`src/rtl/aes_pkg.sv`:
```
// Shared AES datapath definitions: state geometry and GF(2^8) constant multipliers.
package aes_pkg;

    localparam int unsigned STATE_W  = 128;
    localparam int unsigned COL_W    = 32;
    localparam int unsigned BYTE_W   = 8;
    localparam int unsigned NUM_COLS = STATE_W / COL_W;
    localparam int unsigned NUM_ROWS = COL_W / BYTE_W;

    localparam logic [BYTE_W-1:0] GF_POLY = 8'h1B;

    // Multiply by x modulo x^8+x^4+x^3+x+1.
    function automatic logic [BYTE_W-1:0] xtime(input logic [BYTE_W-1:0] x);
        return {x[6:0], 1'b0} ^ (x[7] ? GF_POLY : 8'h00);
    endfunction

    // Multiply by one of the MixColumns coefficients {1,2,3,9,b,d,e}.
    // Built from an xtime chain (2x, 4x, 8x) plus XOR; any other code passes x through.
    function automatic logic [BYTE_W-1:0] gf_mul_const(input logic [BYTE_W-1:0] x,
                                                       input logic [3:0]        c);
        logic [BYTE_W-1:0] x2;
        logic [BYTE_W-1:0] x4;
        logic [BYTE_W-1:0] x8;
        logic [BYTE_W-1:0] r;
        x2 = xtime(x);
        x4 = xtime(x2);
        x8 = xtime(x4);
        case (c)
            4'h2:    r = x2;
            4'h3:    r = x2 ^ x;
            4'h9:    r = x8 ^ x;
            4'hB:    r = x8 ^ x2 ^ x;
            4'hD:    r = x8 ^ x4 ^ x;
            4'hE:    r = x8 ^ x4 ^ x2;
            default: r = x;
        endcase
        return r;
    endfunction

endpackage

```
`src/rtl/mix_column_word.sv`:
```
// Combinational MixColumns / InvMixColumns on one 32-bit column.
// Ports:
//   inv       - 0 = forward MixColumns, 1 = InvMixColumns
//   col       - input column, row 0 in bits [31:24]
//   col_mix_c - transformed column, same byte order
module mix_column_word
    import aes_pkg::*;
(
    input  logic             inv,
    input  logic [COL_W-1:0] col,
    output logic [COL_W-1:0] col_mix_c
);

    // Both matrices are circulant: row r uses the base row rotated right by r,
    // so the coefficient for input byte j of output row r is base[(j - r) mod 4].
    function automatic logic [3:0] coef_sel(input logic mode, input logic [1:0] k);
        logic [3:0] c;
        if (mode) begin
            case (k)
                2'd0:    c = 4'hE;
                2'd1:    c = 4'hB;
                2'd2:    c = 4'hD;
                default: c = 4'h9;
            endcase
        end else begin
            case (k)
                2'd0:    c = 4'h2;
                2'd1:    c = 4'h3;
                default: c = 4'h1;
            endcase
        end
        return c;
    endfunction

    logic [BYTE_W-1:0] a [NUM_ROWS];
    logic [BYTE_W-1:0] b [NUM_ROWS];

    // Split column into bytes, row 0 most significant.
    always_comb begin
        for (int j = 0; j < int'(NUM_ROWS); j++) begin
            a[j] = col[COL_W-1-BYTE_W*j -: BYTE_W];
        end
    end

    // Matrix-vector product over GF(2^8).
    always_comb begin
        for (int r = 0; r < int'(NUM_ROWS); r++) begin
            b[r] = '0;
            for (int j = 0; j < int'(NUM_ROWS); j++) begin
                b[r] = b[r] ^ gf_mul_const(a[j], coef_sel(inv, 2'(j - r)));
            end
        end
    end

    assign col_mix_c = {b[0], b[1], b[2], b[3]};

endmodule

```
`src/rtl/mix_columns.sv`:
```
// Registered AES MixColumns / InvMixColumns stage, one state per cycle, one-cycle latency.
// Ports:
//   clk       - rising-edge clock
//   rst_n     - asynchronous active-low reset
//   in_valid  - state_in / inv valid this cycle
//   inv       - 0 = MixColumns, 1 = InvMixColumns
//   state_in  - 128-bit input state, byte 0 in bits [127:120]
//   out_valid - state_out holds a new result this cycle
//   state_out - transformed state, held while no new input arrives
module mix_columns
    import aes_pkg::*;
(
    input  logic               clk,
    input  logic               rst_n,
    input  logic               in_valid,
    input  logic               inv,
    input  logic [STATE_W-1:0] state_in,
    output logic               out_valid,
    output logic [STATE_W-1:0] state_out
);

    logic [STATE_W-1:0] mixed_c;

    // Four independent column transforms; column c sits at bits [127-32c -: 32].
    for (genvar c = 0; c < int'(NUM_COLS); c++) begin : g_col
        mix_column_word u_col (
            .inv       (inv),
            .col       (state_in[STATE_W-1-COL_W*c -: COL_W]),
            .col_mix_c (mixed_c[STATE_W-1-COL_W*c -: COL_W])
        );
    end

    // Output register: capture on valid, otherwise hold data and drop valid.
    always_ff @(posedge clk or negedge rst_n) begin
        if (!rst_n) begin
            out_valid <= 1'b0;
            state_out <= '0;
        end else begin
            out_valid <= in_valid;
            if (in_valid) begin
                state_out <= mixed_c;
            end
        end
    end

endmodule

```
`config.mk`:
```
export PLATFORM = sky130hd
export DESIGN_NAME = mix_columns
export DESIGN_NICKNAME = d
export VERILOG_FILES = /design/src/rtl/aes_pkg.sv /design/src/rtl/mix_column_word.sv /design/src/rtl/mix_columns.sv
export SDC_FILE = /design/constraint.sdc
export NUM_CORES = 1
export LEC_CHECK = 0
export BUFFER_PORTS_ARGS = -buffer_cell sky130_fd_sc_hd__buf_2
export CAP_MARGIN = 20
export CORE_ASPECT_RATIO = 1.75
export CORE_MARGIN = 5
export CORE_UTILIZATION = 35
export CTS_CLUSTER_SIZE = 40
export DETAILED_ROUTE_END_ITERATION = 6
export MAX_ROUTING_LAYER = met4
export PLACE_DENSITY = 0.59
export SYNTH_ARGS = -nofsm -noshare
export SYNTH_HDL_FRONTEND = slang
export SYNTH_SLANG_ARGS = --single-unit
export TNS_END_PERCENT = 5
```
`constraint.sdc`:
```
create_clock -name clk -period 1.05 [get_ports clk]
set_input_delay 0.105 -clock clk [delete_from_list [all_inputs] [get_ports clk]]
set_output_delay 0.105 -clock clk [all_outputs]
set_load 0.03 [all_outputs]
```
==> results.ini, run 1 <==
[logic_synthesis]
yosys.area.top_type_share_pct = 27.83
synth_edf_count = 0
synth_flop_cell = dfrtp_1
synth_nets = 1395
synth_top_cell_by_area = xnor2_1
synth_most_common_cell = xnor2_1
synthTopCellsByArea = xnor2_1 (28%), dfrtp_1 (24%), xnor3_1 (19%)
synth_common_cells = xnor2_1 (426), dfrtp_1 (129), xor2_1 (125)
avgSynthCellArea_um2 = 10.61
syn-cell-area_mm2 = 0.01341
synthArstFlopShare_pct = 100.0
ys_types = 31
yosysSeqAreaShare_pct = 24.08
synth_warnings = 0
syn_inst = 1263
ys_seq_elements = 129

[drt]
avgRoutedWirePerCell_um = 18.69
dr.pass1.iters = 4
drtIter0Drc = 334
vias_per_cell = 4.523
vias = 10600
antenna_left = 0
totalWireLength_um = 43800
route.detailed.drc = 0

[status]
violations = setup timing
outcome = finished, violations left

[sta]
setup_viol = 251
relSlewSlack_pct = 60.74
fmax_mhz = 639.5
fin_crit_ns = 1.564
report.final.slew_viol_count = 0
rsz0062_at_grt = yes
fin_skew_ns = 0
hold_viol = 0
setup_ws_ns = -0.5137
worstMarginPinSlew_ns = 0.5847
min_period_over_period_pct = 148.9

[worst_setup_path]
cpMaxStageDelayCell = xnor3_2
path_class = in -> reg
crit_family = XOR/XNOR gates
cp_data_arrival_time_ns = 1.89
crit_chain = buf_8 > xnor3_2 > xor3_1 > xor2_1 > nor2_2 > xnor3_1 > mux2_4
cp_max_fo = 3
crit_required_ns = 1.38
start_kind = input pin
worst-path-buf-inv = 1
cp-end-kind = register
cpPeakStageDelay_ns = 0.49

[flow_run]
maxCapViolCount = 0

[grt]
grt_pass1_wl_um = 65660
grt_pass1_vias = 11680
grt_max_degree = 42
gr-total-overflow = 0
grt_usage_pct = 21.17
antenna_found_initial = 0

[place]
numPortBuffers = 260
place_area_mm2 = 0.01824
hpwl_um = 35420
routabilityCongestion = 0.9078
post-place-ws_ns = -1.107

[clocking]
insertion_delay_ns = 0.44
cts_buffer_depth = 2
clock-root-buffer = clkbuf_16
htreeDepth = 4
cts-buffers-inserted = 17
clock-sinks = 129
cts_tree = yes
clk_pin_slew_worst_paths_ns = 0.07

[layout]
n_fill_cell = 3195
drive_above_1_share_pct = 49.46
stdcell_area_mm2 = 0.02147
area_delta_synth_final_pct = 60.14
layout.nets = 1979
diodes = 0
multi_input_area_mm2 = 0.01131
register_area_mm2 = 0.003231

[floorplan]
rows = 95
core_mm2 = 0.03816
die_w_um = 157.9
dieArea_mm2 = 0.04247
start_util_pct = 35.14
die_h_um = 268.9
ioPinCount = 261

[hold_path]
hold_path_class = in -> async

[pwr]
peakVddDrop_mv = 1.424
p_total_mw = 43.46
power_per_cell_area_mw_per_mm2 = 2024
p_leak_nw = 10.09

==> per-stage QoR <==
step / setup TNS (ns) / hold WS (ns) / instances / util, %
after global routing: -49.98 / 0.1409 / 2343 / 56.27
after CTS: -41.08 / 0.09213 / 2334 / 54.88
after global placement: -106.95 / 0.004988 / 2288 / 47.79
after floorplan: -93.30 / -0.1906 / 1263 / -
final: -38.40 / 0.1345 / 2343 / 56.27
after detailed placement: -109.00 / 0.007695 / 2288 / 47.79
==> layer usage <==
metal | up-vias | part of all wire [%] | track usage, %
met5 | - | 0 | -
met4 | 0 | 4.6 | 9.968
met3 | 93 | 3.0 | 2.280
met2 | 257 | 58 | 40.32
met1 | 5079 | 35 | 21.16
li1 | 5168 | - | -
==> placed cells by master, fill, tap and decap left out, types with 3 or more instances in the layout <==
cell type and instances:
xnor3_2 13, buf_2 89, xor2_1 95, clkbuf_16 17, clkinv_4 5, xnor2_2 65, xnor3_1 103, xor2_4 7
buf_6 167, xnor2_1 338, dfrtp_1 127, nor2_1 108, nor2_2 14, a21oi_1 100, xor3_2 3, xor2_2 24
nand2_2 18, and2_4 5, buf_12 14, nand2b_4 3, mux2_4 4, xor3_1 10, bufinv_16 4, xnor2_4 38
mux2_2 16, mux2i_1 16, a21oi_2 5, nand2_1 29, buf_4 385, inv_1 4, buf_8 9
==> path summary, 6_finish.rpt <==
| kind | to | cells after the start | slack (ns) | from |
|---|---|---|---|---|
| worst max register to register | state_out[11]$_DFFE_PN0P_ | 2 | 0.21 | state_out[11]$_DFFE_PN0P_ |
| max in group asynchronous | state_out[32]$_DFFE_PN0P_ | 3 | 0.36 | rst_n |
| worst min register to register | state_out[73]$_DFFE_PN0P_ | 1 | 0.54 | state_out[73]$_DFFE_PN0P_ |
| worst min-delay path | state_out[79]$_DFFE_PN0P_ | 2 | 0.13 | rst_n |
| min in group clk | state_out[65]$_DFFE_PN0P_ | 3 | 0.14 | in_valid |
| worst max-delay path | state_out[37]$_DFFE_PN0P_ | 7 | -0.51 | state_in[38] |
==> cells by family after synthesis <==
| family | synth area share (%) |
|---|---|
| flip-flops | 24.08 |
| AND/OR/NAND/NOR | 5.469 |
| multiplexers | 3.126 |
| buffers and inverters | 3.341 |
| AO/OA/AOI/OAI | 4.078 |
| XOR/XNOR | 59.91 |
==> report_power, final <==
part           leakage, nW  switching (mW)  internal, mW
combinational         8.34            13.3          14.8
sequential            1.45            1.74          7.08
clock                0.302            2.57          4.03
total                 10.1            17.6          25.9
==> state kept, by name, indices dropped and copies added, names as in the netlist <==
| signal | count |
|---|---|
| state_out | 128 |
| out_valid | 1 |
==> timing repair <==
item,4_1_cts,5_1_grt
setup endpoints to repair,256,257
resized for setup,472,83
buffers inserted,15,9
pin swaps,127,39
hold endpoints to repair,131,0
hold buffers,2,0
==> cell type report <==
type,count,share of cell area (%)
sequential,129,15.05
inverter,4,0.06993
timing repair buffer,667,26.46
clock inverter,12,0.8625
clock buffer,18,2.046
multi-input combinational,1028,52.68
tap,485,2.827
(Power assumes the default switching activity.)
==> inputs of run 2 (changes only) <==
--- a/config.mk
+++ b/config.mk
@@ -17,4 +17,3 @@
 export SYNTH_ARGS = -nofsm -noshare
 export SYNTH_HDL_FRONTEND = slang
 export SYNTH_SLANG_ARGS = --single-unit
-export TNS_END_PERCENT = 5
==> run 2 against run 1 <==
Net effect: the run still ends with setup timing left; count of clock-buffer cells in the layout down 1; cell count grew 7.1%; core utilization up 11 points; total power increased by 12%; sequential share of layout area shrank 2.5 points; sequential cell count stayed put; first-iteration DRC count grew 19%; clock skew unchanged; clock power shrank 3%; combinational power is 20% higher; via count up 9.0%; critical path type unchanged.
==> results.ini, run 2 (synthesis gave the netlist of run 1 again) <==
[clocking]
cts_buffer_depth = 2
insertion_delay_ns = 0.44
clock-root-buffer = clkbuf_16
cts_tree = yes
clk_pin_slew_worst_paths_ns = 0.07
cts-buffers-inserted = 17
clock-sinks = 129
htreeDepth = 4

[layout]
area_delta_synth_final_pct = 91.24
final_cell_mix = buf_4 (434), buf_6 (254), xnor2_1 (242), dfrtp_1 (129), nor2_1 (110)
layout_commonest_cell = buf_4
reg.largest.list = state_out x128, out_valid x1
stdcell_area_mm2 = 0.02564
largest_reg_flops = 128
drive_above_1_share_pct = 62.07
instances_no_fill = 2510
utilization_pct = 67.19
layout.nets = 2141
regMostFlops = state_out

[place]
dp.cells = 2283
routabilityCongestion = 0.9223
hpwl_um = 37160
numPortBuffers = 260
post-place-ws_ns = -1.095
place_area_mm2 = 0.01926

[hold_path]
hold_path_class = in -> async

[sta]
fin_crit_ns = 1.530
hold_viol = 0
setup_ws_ns = -0.4803
fin_skew_ns = 0
setup_viol = 252
worstMarginPinSlew_ns = 0.5001
fmax_mhz = 653.5
rsz0062_at_grt = yes
min_period_over_period_pct = 145.7
relSlewSlack_pct = 66.42
report.final.slew_viol_count = 0

[drt]
drtIter0Drc = 397
route.detailed.drc = 0
vias_per_cell = 4.601
antenna_left = 0
vias = 11550
totalWireLength_um = 50260
avgRoutedWirePerCell_um = 20.02
dr.pass1.iters = 5

[grt]
grt_max_degree = 46
grt_pass1_wl_um = 71620
grt_pass1_vias = 12440
grt_usage_pct = 23.40
antenna_found_initial = 3
gr-total-overflow = 0

[worst_setup_path]
crit_required_ns = 1.43
cp_data_arrival_time_ns = 1.91
cp_max_fo = 3
path_class = in -> reg
cp-end-kind = register
start_kind = input pin

[status]
violations = setup timing
outcome = finished, violations left

[floorplan]
dieArea_mm2 = 0.04247
core_mm2 = 0.03816
ioPinCount = 261
rows = 95
start_util_pct = 35.14
die_w_um = 157.9
die_h_um = 268.9

[pwr]
peakVddDrop_mv = 1.336
power_per_cell_area_mw_per_mm2 = 1907
p_leak_nw = 12.03

[flow_run]
maxCapViolCount = 0

==> run 2: cell types whose count changed in the layout (fill, tap and decap cells not counted), sizes merged, moves of 2 or more <==
cell / change
inv: +7
diode: +3
buf: +162
clkinvlp: +2
clkinv: -4
bufinv: -2
==> run 2: stage by stage <==
step | hold WS, ns | TNS [ns] | power, mW
2_1_floorplan | -0.1906 | -61.08 | 25.08
3_3_place_gp | -0.04002 | -97.90 | 32.63
3_5_place_dp | -0.03616 | -99.94 | 32.84
4_1_cts | 0.03249 | -38.50 | 45.98
5_1_grt | 0.06667 | -47.31 | 51.18
6_report | 0.07607 | -38.25 | 48.89
==> run 2: path summary, 6_finish.rpt <==
check	end	slack, ns	depth (start not counted)	startpoint
min in group clk	out_valid$_DFF_PN0_	0.08	2	in_valid
min	state_out[35]$_DFFE_PN0P_	0.08	2	rst_n
max reg2reg	state_out[113]$_DFFE_PN0P_	0.10	2	state_out[113]$_DFFE_PN0P_
min reg2reg	state_out[73]$_DFFE_PN0P_	0.54	1	state_out[73]$_DFFE_PN0P_
max	state_out[100]$_DFFE_PN0P_	-0.48	8	state_in[109]
max in group asynchronous	state_out[92]$_DFFE_PN0P_	0.44	3	rst_n
==> run 2: report_power, final <==
| part | internal, mW | switching [mW] |
|---|---|---|
| Clock | 3.58 | 2.83 |
| Combinational | 18.4 | 15.3 |
| Sequential | 7.07 | 1.75 |
==> run 2: layout make-up <==
type,count,area (µm²)
clock buffer,17,425.4
inverter,4,15.01
timing repair buffer,829,7945
sequential,129,3228
clock inverter,15,173.9
fill,2606,12520
antenna,3,7.507
multi-input combinational,1028,13240
tap,485,606.8
==> run 2: routing by layer <==
layer	global-route usage, %	part of all wire [%]	vias to the layer above
met1	22.34	32	5626
met5	-	0	-
met4	11.49	5.2	0
met2	44.79	58	297
li1	-	-	5500
met3	3.517	4.1	125
==> run 2: critical path, stage by stage <==
cell,delay (ns)
buf_8,0.11
xnor2_4,0.23
xnor3_2,0.52
xor2_2,0.20
mux2i_1,0.20
buf_4,0.14
xnor3_1,0.26
a21oi_2,0.14
==> run 2: repair_timing <==
item | CTS | global route
buffers inserted | 138 | 81
hold endpoints to repair | 131 | 0
resized for setup | 680 | 259
pin swaps | 268 | 222
hold buffers | 2 | 0
setup endpoints to repair | 255 | 257
